===== config.mk =====
export PLATFORM = sky130hd
export DESIGN_NAME = vga_frame_scanner
export DESIGN_NICKNAME = d
export VERILOG_FILES = /design/src/rtl/vga_frame_scanner.sv
export SDC_FILE = /design/constraint.sdc
export NUM_CORES = 1
export LEC_CHECK = 0
export BUFFER_PORTS_ARGS = -buffer_cell sky130_fd_sc_hd__clkbuf_2
export CORE_ASPECT_RATIO = 0.5
export CORE_MARGIN = 3
export CORE_UTILIZATION = 35
export DETAILED_ROUTE_END_ITERATION = 10
export PLACE_DENSITY = 0.65
export SLEW_MARGIN = 20
export SYNTH_ARGS = -nofsm -noshare
export SYNTH_HDL_FRONTEND = slang
export SYNTH_SLANG_ARGS = --single-unit

===== constraint.sdc =====
create_clock -name clk -period 2.5 [get_ports clk]
set_input_delay 0.375 -clock clk [delete_from_list [all_inputs] [get_ports clk]]
set_output_delay 0.375 -clock clk [all_outputs]
set_load 0.1 [all_outputs]

===== src/rtl/vga_frame_scanner.sv =====
// VGA raster scanner: generates sync timing from a clk/2 pixel tick and reads a grayscale
// framebuffer in raster order, showing it centred in the active area with R=G=B.
module vga_frame_scanner #(
  parameter int H_ACTIVE = 640,
  parameter int H_FP     = 16,
  parameter int H_SYNC   = 96,
  parameter int H_BP     = 48,
  parameter int V_ACTIVE = 480,
  parameter int V_FP     = 10,
  parameter int V_SYNC   = 2,
  parameter int V_BP     = 33,
  parameter int IMG_W    = 256,
  parameter int IMG_H    = 256,
  parameter int ADDR_W   = 16,
  parameter int DATA_W   = 8
) (
  input  logic              clk,
  input  logic              rst,
  input  logic              enable,
  input  logic [DATA_W-1:0] mem_data,
  output logic [ADDR_W-1:0] mem_addr,
  output logic              vga_clk,
  output logic              hsync,
  output logic              vsync,
  output logic              blank_n,
  output logic              sync_n,
  output logic [DATA_W-1:0] red,
  output logic [DATA_W-1:0] green,
  output logic [DATA_W-1:0] blue,
  output logic              frame_start
);

  localparam int H_TOTAL = H_ACTIVE + H_FP + H_SYNC + H_BP;
  localparam int V_TOTAL = V_ACTIVE + V_FP + V_SYNC + V_BP;
  localparam int HW      = $clog2(H_TOTAL);
  localparam int VW      = $clog2(V_TOTAL);

  localparam logic [HW-1:0] H_LAST = HW'(H_TOTAL - 1);
  localparam logic [HW-1:0] H_VIS  = HW'(H_ACTIVE);
  localparam logic [HW-1:0] HS_BEG = HW'(H_ACTIVE + H_FP);
  localparam logic [HW-1:0] HS_END = HW'(H_ACTIVE + H_FP + H_SYNC);
  localparam logic [HW-1:0] X0     = HW'((H_ACTIVE - IMG_W) / 2);
  localparam logic [HW-1:0] X1     = HW'((H_ACTIVE - IMG_W) / 2 + IMG_W);

  localparam logic [VW-1:0] V_LAST = VW'(V_TOTAL - 1);
  localparam logic [VW-1:0] V_VIS  = VW'(V_ACTIVE);
  localparam logic [VW-1:0] VS_BEG = VW'(V_ACTIVE + V_FP);
  localparam logic [VW-1:0] VS_END = VW'(V_ACTIVE + V_FP + V_SYNC);
  localparam logic [VW-1:0] Y0     = VW'((V_ACTIVE - IMG_H) / 2);
  localparam logic [VW-1:0] Y1     = VW'((V_ACTIVE - IMG_H) / 2 + IMG_H);

  logic              pix_en_q, pix_en_d;
  logic [HW-1:0]     h_cnt_q, h_cnt_d;
  logic [VW-1:0]     v_cnt_q, v_cnt_d;
  logic              en_q, en_d;
  logic [ADDR_W-1:0] mem_addr_q, mem_addr_d, addr_base;
  logic              frame_start_q, frame_start_d;
  logic              hsync_p1_q, hsync_p1_d;
  logic              vsync_p1_q, vsync_p1_d;
  logic              vld_p1_q, vld_p1_d;
  logic [DATA_W-1:0] pix_p1_q, pix_p1_d;

  logic visible, hs_act, vs_act, in_img, frame_bound;

  assign visible     = (h_cnt_q < H_VIS) && (v_cnt_q < V_VIS);
  assign hs_act      = (h_cnt_q >= HS_BEG) && (h_cnt_q < HS_END);
  assign vs_act      = (v_cnt_q >= VS_BEG) && (v_cnt_q < VS_END);
  assign in_img      = (h_cnt_q >= X0) && (h_cnt_q < X1) && (v_cnt_q >= Y0) && (v_cnt_q < Y1);
  assign frame_bound = (h_cnt_q == '0) && (v_cnt_q == '0);

  always_comb begin
    pix_en_d      = ~pix_en_q;
    h_cnt_d       = h_cnt_q;
    v_cnt_d       = v_cnt_q;
    en_d          = en_q;
    addr_base     = mem_addr_q;
    mem_addr_d    = mem_addr_q;
    frame_start_d = 1'b0;
    hsync_p1_d    = hsync_p1_q;
    vsync_p1_d    = vsync_p1_q;
    vld_p1_d      = vld_p1_q;
    pix_p1_d      = pix_p1_q;
    if (pix_en_q) begin
      if (h_cnt_q == H_LAST) begin
        h_cnt_d = '0;
        v_cnt_d = (v_cnt_q == V_LAST) ? '0 : v_cnt_q + VW'(1);
      end else begin
        h_cnt_d = h_cnt_q + HW'(1);
      end
      // Enable and the read address are only re-armed at the top of a frame so an image
      // being rewritten mid-frame cannot tear on screen.
      if (frame_bound) begin
        en_d          = enable;
        frame_start_d = 1'b1;
        addr_base     = '0;
      end
      mem_addr_d = in_img ? addr_base + ADDR_W'(1) : addr_base;
      // Stage p1: timing and colour for the pixel the counters just left.
      hsync_p1_d = ~hs_act;
      vsync_p1_d = ~vs_act;
      vld_p1_d   = visible;
      pix_p1_d   = (in_img && en_q) ? mem_data : '0;
    end
  end

  always_ff @(posedge clk or posedge rst) begin
    if (rst) begin
      pix_en_q      <= 1'b0;
      h_cnt_q       <= '0;
      v_cnt_q       <= '0;
      en_q          <= 1'b0;
      mem_addr_q    <= '0;
      frame_start_q <= 1'b0;
      hsync_p1_q    <= 1'b1;
      vsync_p1_q    <= 1'b1;
      vld_p1_q      <= 1'b0;
      pix_p1_q      <= '0;
    end else begin
      pix_en_q      <= pix_en_d;
      h_cnt_q       <= h_cnt_d;
      v_cnt_q       <= v_cnt_d;
      en_q          <= en_d;
      mem_addr_q    <= mem_addr_d;
      frame_start_q <= frame_start_d;
      hsync_p1_q    <= hsync_p1_d;
      vsync_p1_q    <= vsync_p1_d;
      vld_p1_q      <= vld_p1_d;
      pix_p1_q      <= pix_p1_d;
    end
  end

  assign vga_clk     = pix_en_q;
  assign mem_addr    = mem_addr_q;
  assign frame_start = frame_start_q;
  assign hsync       = hsync_p1_q;
  assign vsync       = vsync_p1_q;
  assign blank_n     = vld_p1_q;
  assign sync_n      = 1'b0;
  assign red         = pix_p1_q;
  assign green       = pix_p1_q;
  assign blue        = pix_p1_q;

endmodule


==> results_dict.tcl, run 1 <==
set metrics [dict create \
    outcome "finished clean" \
    dpl.cell_count 442 \
    grt_usage_pct 14.5 \
    ir_drop_v 0.000269 \
    clockRootBuffer "clkbuf_16" \
    clockPowerShare_pct 47.5 \
    synthDistinctLibCells 53 \
    worst_pin_slew_ns 0.769 \
    num_vias 2368 \
    cp.arrival_ns 2.55 \
    path_cells "or4_4, or2_4, nand4b_1, and2_1, ha_2, and3_4, nand4_1, nor3_1, a211o_1" \
    hp-class "in2async" \
    swShare_pct 19.7 \
    numCtsBuffers 5 \
    fin_crit_ns 2.38 \
    setup_viol 0 \
    ant_nets 0 \
    power_frac_comb_pct 2.1 \
    slowest_stage "or4_4" \
    ys_dominant_reg_cell "dfrtp_1" \
    clk_pin_slew_ns 0.06 \
    rows 22 \
    fmaxAchievable_mhz 420 \
    syn_to_final_growth_pct 19.1 \
    antenna_found_initial 0 \
    hold_buffers 0 \
    drt_iter0_drc 228 \
    crit_required_ns 2.67 \
    syn_inst 293 \
    grt_pass1_wl_um 10800 \
    total_power_mw 1.61 \
    drc 0 \
    synth_warnings 0 \
    place_hpwl_um 4700 \
    routed_wl_um 6420 \
    ioPinCount 57 \
    instances_no_fill 450 \
    wl_per_cell_um 14.3 \
    max_slew_margin_pct 48.3 \
    yosys-top-cells-area "dfrtp_1 43%, buf_4 4.6%, nand2_1 4.3%" \
    die_w_um 132 \
    port_buffers 55 \
    hold_slack_ns 0.133 \
    synth_nets 309 \
    setup_slack_ns 0.119 \
    die_area_um2 9080 \
    pwr_density_cell_nw_per_um2 488 \
    nNetsFinal 357 \
    slowest_delay_ns 0.54 \
    viasPerCell 5.26 \
    yosys.area.top_type_share_pct 43.4 \
    synth.avg_cell_area_um2 9.45 \
    drv_cap 0 \
    grt_max_degree 30 \
    seq_area_frac_synth_pct 45.3 \
    critPathTopFamily "simple AND/OR/NAND/NOR gates" \
    drive_above_1_share_pct 27.5 \
    power_switching_mw 0.317 \
    rsz0062_at_grt "no" \
    finClkSkew_ns 0.00379 \
    dr.pass1.iters 4 \
    cp-end-kind "register" \
    ctsHtreeMaxLevel 2 \
    hold_viol 0 \
    core_um2 7510 \
    clkLatencyLatePin_ns 0.29 \
    leakage_nw 1.57 \
    post-route-period-util_pct 95.2 \
    dpl_worst_slack_ns 0.0621 \
    overflow 0 \
    routabilityCongestion 0.885 \
    clk_path_buf_depth 2 \
    synth-edff-count 0 \
    postCtsSetupBuffers 0 \
    power.internal_mw 1.29 \
    first_global_vias 2194 \
    path_buf_inv 0 \
    slew_viol_final 0 \
    async_reset_ff_share_pct 100 \
    clock-sinks 50 \
    syn_area_um2 2770 \
    start_util_pct 36.9 \
    ctsResizeCount 0 \
    fp.dieH_um 68.9 \
    antennaDiodeCount 0 \
    sequentialPowerShare_pct 50.4 \
    crit_fanout 4 \
    cts_tree "built" \
    path_class "reg2reg" \
    synth-seq-cells 50 \
    start_kind "register" \
    synth_top_cell_by_area "dfrtp_1" \
]
## kinds of logic after synthesis
| family | count (synthesis) | synth area share, % |
|---|---|---|
| multiplexers | 1 | 0.542 |
| flip-flops | 50 | 45.3 |
| XOR/XNOR | 12 | 3.79 |
| buffers and inverters | 41 | 8.17 |
| AO/OA/AOI/OAI | 60 | 15.3 |
| other | 1 | 0.135 |
| adder cells (fa/ha/maj) | 5 | 2.26 |
| AND/OR/NAND/NOR | 123 | 24.5 |
## area by class of cell
class / count / area, µm²
fillers: 715 / 4220
multi-input cells: 202 / 1300
flip-flops and latches: 50 / 1250
repair buffers: 73 / 410
well taps: 108 / 135
clock buffers: 6 / 129
clock inverters: 2 / 37.5
inverters: 9 / 33.8
## power by group through the flow
stage | Combinational [mW] | Sequential [mW] | Clock, mW
after detailed placement | 0.0353 | 0.825 | 0
after global placement | 0.0347 | 0.825 | 0
after CTS | 0.0354 | 0.810 | 0.779
after floorplan | 0.0208 | 0.825 | 0
after global routing | 0.0379 | 0.809 | 0.814
final | 0.0336 | 0.810 | 0.764
## synth_stat cells, drive strengths merged, types with 3 or more instances
library cell,number
a211o,3
a21oi,3
a22o,8
a31oi,5
and2,6
and3,10
and4,4
buf,19
clkbuf,13
dfrtp,48
ha,5
inv,9
nand2,32
nand3,14
nand4,9
nand4b,3
nor2,12
nor2b,3
nor3,8
nor4,6
o211ai,5
o21ai,18
o31ai,7
or4,8
xnor2,6
xor2,6
## sequential cells by signal (all words and copies together) (netlist names)
name         cells
v_cnt_q         10
h_cnt_q         10
frame_start      1
vsync            1
en_q             1
blue             8
vga_clk          1
mem_addr        16
hsync            1
blank_n          1
## layer usage
| metal | global-route usage (%) | vias to the layer above | part of all wire (%) |
|---|---|---|---|
| met5 | 0 | - | 0 |
| met4 | 3.93 | 0 | 0.89 |
| met3 | 2.39 | 7 | 3.6 |
| met2 | 26.0 | 62 | 47 |
| met1 | 18.7 | 1142 | 48 |
| li1 | - | 1157 | - |
## through the flow
stage                     cell area (µm²)  util [%]  TNS, ns
after floorplan                      2780         -   -0.102
after global placement               3130      41.7        0
after detailed placement             3130      41.7        0
after CTS                            3300      43.9        0
after global routing                 3300      43.9        0
final                                3300      43.9        0
## worst register-to-register path, cell delays in order, from the launching register on
cell	delay, ns
dfrtp_1	0.38
or4_4	0.54
or2_4	0.24
nand4b_1	0.20
and2_1	0.19
ha_2	0.18
and3_4	0.18
nand4_1	0.08
nor3_1	0.05
a211o_1	0.23
## cell usage in the layout (no fill, tap or decap), types with 9 or more instances in the layout
cell	count
and3_1	9
buf_4	18
clkbuf_2	55
dfrtp_1	47
nand2_1	32
nand3_1	14
nand4_1	9
nor2_1	12
o21ai_0	12
## final timing paths
path                                             start                        to  slack, ns  cells past startpoint
worst max-delay path            v_cnt_q[5]$_DFFE_PP0P_  mem_addr[14]$_DFFE_PP0P_       0.12                      9
max in group asynchronous                          rst         vsync$_DFFE_PP1P_       1.68                      3
worst max register to register  v_cnt_q[5]$_DFFE_PP0P_  mem_addr[14]$_DFFE_PP0P_       0.12                      9
worst min register to register       hsync$_DFFE_PP1P_         hsync$_DFFE_PP1P_       0.50                      2
worst min-delay path                               rst    h_cnt_q[1]$_DFFE_PP0P_       0.13                      2
min in group clk                           mem_data[3]       blue[3]$_DFFE_PP0P_       0.30                      2
Note: power is estimated with default switching activity, not from simulation.
==> run 2, diff against run 1 <==
--- a/config.mk
+++ b/config.mk
@@ -10,7 +10,7 @@
 export CORE_MARGIN = 3
 export CORE_UTILIZATION = 35
 export DETAILED_ROUTE_END_ITERATION = 10
-export PLACE_DENSITY = 0.65
+export PLACE_DENSITY_LB_ADDON = 0.08
 export SLEW_MARGIN = 20
 export SYNTH_ARGS = -nofsm -noshare
 export SYNTH_HDL_FRONTEND = slang
==> run 2 against run 1 <==
- sequential power hardly changed
- first-iteration DRC count is 44% lower
- combinational power is 1% higher
- largest power group unchanged
- global-route usage is 0.72 points higher
- total power is 3.5% lower
==> results_dict.tcl, run 2 (same netlist as run 1, synthesis figures left out) <==
set metrics [dict create \
    path_class "reg2reg" \
    worst_pin_slew_ns 0.643 \
    clk_pin_slew_ns 0.07 \
    r2r_end "mem_addr[14]$_DFFE_PP0P_" \
    swShare_pct 21.7 \
    clockPowerShare_pct 45.6 \
    clk_path_buf_depth 2 \
    fp.dieH_um 68.9 \
    viasPerCell 5.21 \
    first_global_vias 2200 \
    dpl_worst_slack_ns 0.0188 \
    fmaxAchievable_mhz 408 \
    port_buffers 55 \
    grt_max_degree 26 \
    drive_above_1_share_pct 28.5 \
    rr_worst_depth 9 \
    dr.pass1.iters 4 \
    setup_tns_ns 0 \
    final_cell_mix "55 x clkbuf_2, 47 x dfrtp_1, 32 x nand2_1, 20 x buf_4, 14 x nand3_1" \
    place_hpwl_um 4840 \
    largest_register_ffs 16 \
    clock-sinks 50 \
    ctsHtreeMaxLevel 2 \
    num_vias 2354 \
    crit_fanout 4 \
    start_util_pct 36.9 \
    wl_per_cell_um 14.7 \
    drv_cap 0 \
    sequentialPowerShare_pct 52.2 \
    final_common_cell "clkbuf_2" \
    max_slew_margin_pct 56.8 \
    setup_viol 0 \
    ir_drop_v 0.000223 \
    slew_viol_final 0 \
    cp.arrival_ns 2.63 \
    clockRootBuffer "clkbuf_16" \
    cp-end-kind "register" \
    power.internal_mw 1.22 \
    die_area_um2 9080 \
    drt_iter0_drc 128 \
    antennaDiodeCount 0 \
    ioPinCount 57 \
    nNetsFinal 359 \
    hp-class "in2async" \
    rsz0062_at_grt "yes" \
    fin_crit_ns 2.45 \
    syn_to_final_growth_pct 19.3 \
    rows 22 \
    hold_viol 0 \
    hold_slack_ns 0.0660 \
    routabilityCongestion 0.781 \
    final_util_pct 44.0 \
    start_kind "register" \
    clkLatencyLatePin_ns 0.30 \
    drc 0 \
    core_um2 7510 \
    power_switching_mw 0.337 \
    post-route-period-util_pct 97.9 \
    rr_startpoint "v_cnt_q[7]$_DFFE_PP0P_" \
    overflow 0 \
    numCtsBuffers 5 \
    place_area_um2 3150 \
    crit_required_ns 2.68 \
    grt_pass1_wl_um 11000 \
    ant_nets 0 \
    antenna_found_initial 0 \
    finClkSkew_ns 0.00624 \
    fin_area_um2 3300 \
    leakage_nw 1.58 \
    outcome "finished clean" \
    cts_tree "built" \
    routed_wl_um 6650 \
    r2r_setup_slack_ns 0.05 \
    pwr_density_cell_nw_per_um2 470 \
    setup_slack_ns 0.0515 \
    die_w_um 132 \
    power_frac_comb_pct 2.2 \
    grt_usage_pct 15.2 \
]
run 2: layout make-up:
class                      instances  area, µm²
clock buffer                       6        139
multi-input combinational        202       1300
tap                              108        135
inverter                           9       33.8
clock inverter                     2       12.5
fill                             740       4210
sequential                        50       1250
timing repair buffer              75        425
run 2: timing repair:
item,CTS,global route
resized for setup,0,1
hold endpoints to repair,0,0
buffers inserted,0,0
setup endpoints to repair,0,2
hold buffers,0,0
run 2: worst max path at each step:
stage | from | to | slack (ns) | cells past startpoint
6_report | v_cnt_q[7]$_DFFE_PP0P_ | mem_addr[14]$_DFFE_PP0P_ | 0.05 | 9
5_1_grt | v_cnt_q[7]$_DFFE_PP0P_ | mem_addr[14]$_DFFE_PP0P_ | -0.03 | 9
4_1_cts | v_cnt_q[7]$_DFFE_PP0P_ | mem_addr[14]$_DFFE_PP0P_ | 0.02 | 9
3_5_place_dp | v_cnt_q[7]$_DFFE_PP0P_ | mem_addr[14]$_DFFE_PP0P_ | 0.02 | 9
3_3_place_gp | h_cnt_q[1]$_DFFE_PP0P_ | mem_addr[14]$_DFFE_PP0P_ | 0.04 | 11
2_1_floorplan | v_cnt_q[4]$_DFFE_PP0P_ | mem_addr[14]$_DFFE_PP0P_ | -0.10 | 10
run 2: critical path, stage by stage (launching register included):
cell and delay [ns]:
dfrtp_1 0.38, or4_4 0.54, or2_4 0.26, nand4b_1 0.23, and2_1 0.19, ha_2 0.18, and3_4 0.18, nand4_1 0.09
nor3_1 0.05, a211o_1 0.24
run 2: power by group through the flow:
stage,combinational (mW),sequential [mW],clock [mW]
after detailed placement,0.0357,0.825,0
after global routing,0.0388,0.809,0.762
final,0.0341,0.810,0.708
after CTS,0.0359,0.810,0.729
after floorplan,0.0208,0.825,0
after global placement,0.0354,0.825,0
run 2: stage by stage:
step                std cells  power [mW]
floorplan                 293       0.846
global placement          444       0.861
detailed placement        444       0.861
CTS                       452        1.57
global route              452        1.61
finish                    452        1.55
run 2: per-layer routing:
| metal | up-vias | GRT usage (%) | part of all wire, % |
|---|---|---|---|
| met4 | 0 | 4.32 | 0.95 |
| met5 | - | 0 | 0 |
| met3 | 8 | 4.49 | 5.2 |
| met1 | 1137 | 20.1 | 50 |
| met2 | 53 | 24.9 | 44 |
| li1 | 1156 | - | - |
==> run 3, diff against run 2 <==
--- a/config.mk
+++ b/config.mk
@@ -5,6 +5,7 @@
 export SDC_FILE = /design/constraint.sdc
 export NUM_CORES = 1
 export LEC_CHECK = 0
+export ABC_AREA = 1
 export BUFFER_PORTS_ARGS = -buffer_cell sky130_fd_sc_hd__clkbuf_2
 export CORE_ASPECT_RATIO = 0.5
 export CORE_MARGIN = 3
==> run 3 against run 2 <==
- register-to-register slack improved by 0.33 ns
- highest routed layer unchanged
- die area rose by 9.6%
- via count rose by 11%
- sequential power barely moved
- hold slack got worse by 0.050 ns
- area after synthesis rose by 10%
- final cell count rose by 24%
- setup slack improved by 0.33 ns
- first-iteration DRC count rose by 0.78%
==> results_dict.tcl, run 3 <==
set metrics [dict create \
    synthDistinctLibCells 43 \
    yosys-top-cells-count "97 x nand2_1, 62 x inv_1, 50 x nor2_1" \
    syn_inst 404 \
    synth-edff-count 0 \
    critPathTopFamily "simple AND/OR/NAND/NOR gates" \
    syn_area_um2 3050 \
    hold_slack_ns 0.0156 \
    dr.pass1.iters 4 \
    grt_pass1_wl_um 12500 \
    worst_pin_slew_ns 0.551 \
    ant_nets 0 \
    fin_crit_ns 2.12 \
    routabilityCongestion 0.887 \
    slew_viol_final 0 \
    crit_cells 14 \
    clock-sinks 50 \
    synth.avg_cell_area_um2 7.56 \
    fmaxAchievable_mhz 473 \
    start_util_pct 37.1 \
    outcome "finished clean" \
    pwr_density_cell_nw_per_um2 437 \
    cp-end-kind "register" \
    drt_iter0_drc 129 \
    cts_tree "built" \
    path_class "reg2reg" \
    nNetsFinal 464 \
    die_w_um 138 \
    total_power_mw 1.53 \
    clkLatencyLatePin_ns 0.29 \
    final_cell_mix "97 x nand2_1, 61 x inv_1, 55 x clkbuf_2, 50 x nor2_1, 48 x dfrtp_1" \
    setup_tns_ns 0 \
    synth_warnings 0 \
    synth_top_cell_by_area "dfrtp_1" \
    grt_max_degree 22 \
    drive_above_1_share_pct 22.0 \
    leakage_nw 1.83 \
    first_global_vias 2536 \
    crit_fanout 10 \
    async_reset_ff_share_pct 100 \
    yosys.area.top_type_share_pct 39.3 \
    postCtsSetupBuffers 0 \
    cp.arrival_ns 2.31 \
    hold_viol 0 \
    rsz0062_at_grt "no" \
    num_vias 2614 \
    grt_usage_pct 15.4 \
    antenna_found_initial 0 \
    ctsResizeCount 0 \
    path_cells "inv_1, ha_1, inv_1, nor2_1, nand3_4, nand2_1, inv_1, ha_1, nand4_2, nor2_4, nand3_1, nand2_1, nand2_1, inv_1" \
    numCtsBuffers 5 \
    crit_required_ns 2.69 \
    port_buffers 55 \
    clockRootBuffer "clkbuf_16" \
    clk_pin_slew_ns 0.07 \
    rows 23 \
    ctsHtreeMaxLevel 2 \
    finClkSkew_ns 0.00907 \
    antennaDiodeCount 0 \
    path_buf_inv 4 \
    start_kind "register" \
    hold_buffers 0 \
    setup_slack_ns 0.385 \
    hp-class "in2async" \
    place_hpwl_um 5610 \
    setup_viol 0 \
    die_area_um2 9950 \
    seq_area_frac_synth_pct 41.0 \
    slowest_delay_ns 0.42 \
    routed_wl_um 7120 \
    post-route-period-util_pct 84.6 \
    syn_to_final_growth_pct 14.4 \
    ys_dominant_reg_cell "dfrtp_1" \
    slowest_stage "dfrtp_1" \
    final_common_cell "nand2_1" \
    drc 0 \
    synth-seq-cells 50 \
    wl_per_cell_um 12.7 \
    largest_register_ffs 16 \
    yosysMostFrequentCell "nand2_1" \
    ioPinCount 57 \
    synth_nets 420 \
    core_um2 8230 \
    path_common_cell "inv_1" \
    max_slew_margin_pct 63.4 \
    viasPerCell 4.66 \
    final_util_pct 42.4 \
    dpl_worst_slack_ns 0.383 \
    ir_drop_v 0.000245 \
    nFillCells 844 \
    overflow 0 \
    clk_path_buf_depth 2 \
    yosys-top-cells-area "dfrtp_1 39%, nand2_1 12%, inv_1 7.6%" \
    rr_worst_depth 14 \
    fp.dieH_um 72.1 \
    drv_cap 0 \
]
[run 3: cell types whose count changed in the layout (fill, tap and decap cells not counted), moves of 6 or more]
cell / previous run / this run
a22o_1: 8 / 0
and3_1: 9 / 0
buf_4: 20 / 5
inv_1: 8 / 61
nand2_1: 32 / 97
nand3_1: 14 / 24
nor2_1: 12 / 50
nor2_2: 0 / 6
or4_1: 6 / 0
[run 3: routing by layer]
| metal | GRT usage, % | routed length [µm] | up-vias |
|---|---|---|---|
| met5 | 0 | 0 | - |
| met4 | 2.74 | 36 | 0 |
| met3 | 4.28 | 367 | 5 |
| met2 | 24.4 | 3170 | 51 |
| met1 | 21.6 | 3550 | 1227 |
| li1 | - | - | 1331 |
[run 3: layout make-up]
class                      instances  area [µm²]  area share [%]
multi-input combinational        266        1400            40.0
tap                              112         140            4.01
inverter                          65         244            6.98
sequential                        50        1250            35.9
clock inverter                     3        21.3           0.609
clock buffer                       5         125            3.58
timing repair buffer              60         313            8.95
[run 3: final timing paths]
check | end | slack, ns | start
setup reg to reg | mem_addr[12]$_DFFE_PP0P_ | 0.38 | v_cnt_q[0]$_DFFE_PP0P_
min in group clk | en_q$_DFFE_PP0P_ | 0.29 | enable
hold / removal | mem_addr[2]$_DFFE_PP0P_ | 0.02 | rst
max in group asynchronous | hsync$_DFFE_PP1P_ | 1.83 | rst
hold reg to reg | blank_n$_DFFE_PP0P_ | 0.51 | blank_n$_DFFE_PP0P_
setup / recovery | mem_addr[12]$_DFFE_PP0P_ | 0.38 | v_cnt_q[0]$_DFFE_PP0P_
[run 3: power by group]
part,internal (mW),switching (mW)
Clock,0.371,0.309
Combinational,0.00931,0.0267
Sequential,0.809,0.00228
Total,1.19,0.338
[run 3: logic make-up (layout without fill, tap and decap cells)]
group / after synthesis / after routing / share of synthesized area (%)
XOR/XNOR: 12 / 12 / 3.44
buffers and inverters: 88 / 133 / 13.2
flip-flops: 50 / 50 / 41.0
multiplexers: 1 / 1 / 0.328
adder cells (fa/ha/maj): 5 / 5 / 2.05
AO/OA/AOI/OAI: 32 / 32 / 6.10
AND/OR/NAND/NOR: 215 / 215 / 33.7
other: 1 / 1 / 0.123
[run 3: metrics by stage]
| step | instances | area, µm² |
|---|---|---|
| 2_1_floorplan | 404 | 3050 |
| 3_3_place_gp | 553 | 3350 |
| 3_5_place_dp | 553 | 3350 |
| 4_1_cts | 561 | 3490 |
| 5_1_grt | 561 | 3490 |
| 6_report | 561 | 3490 |
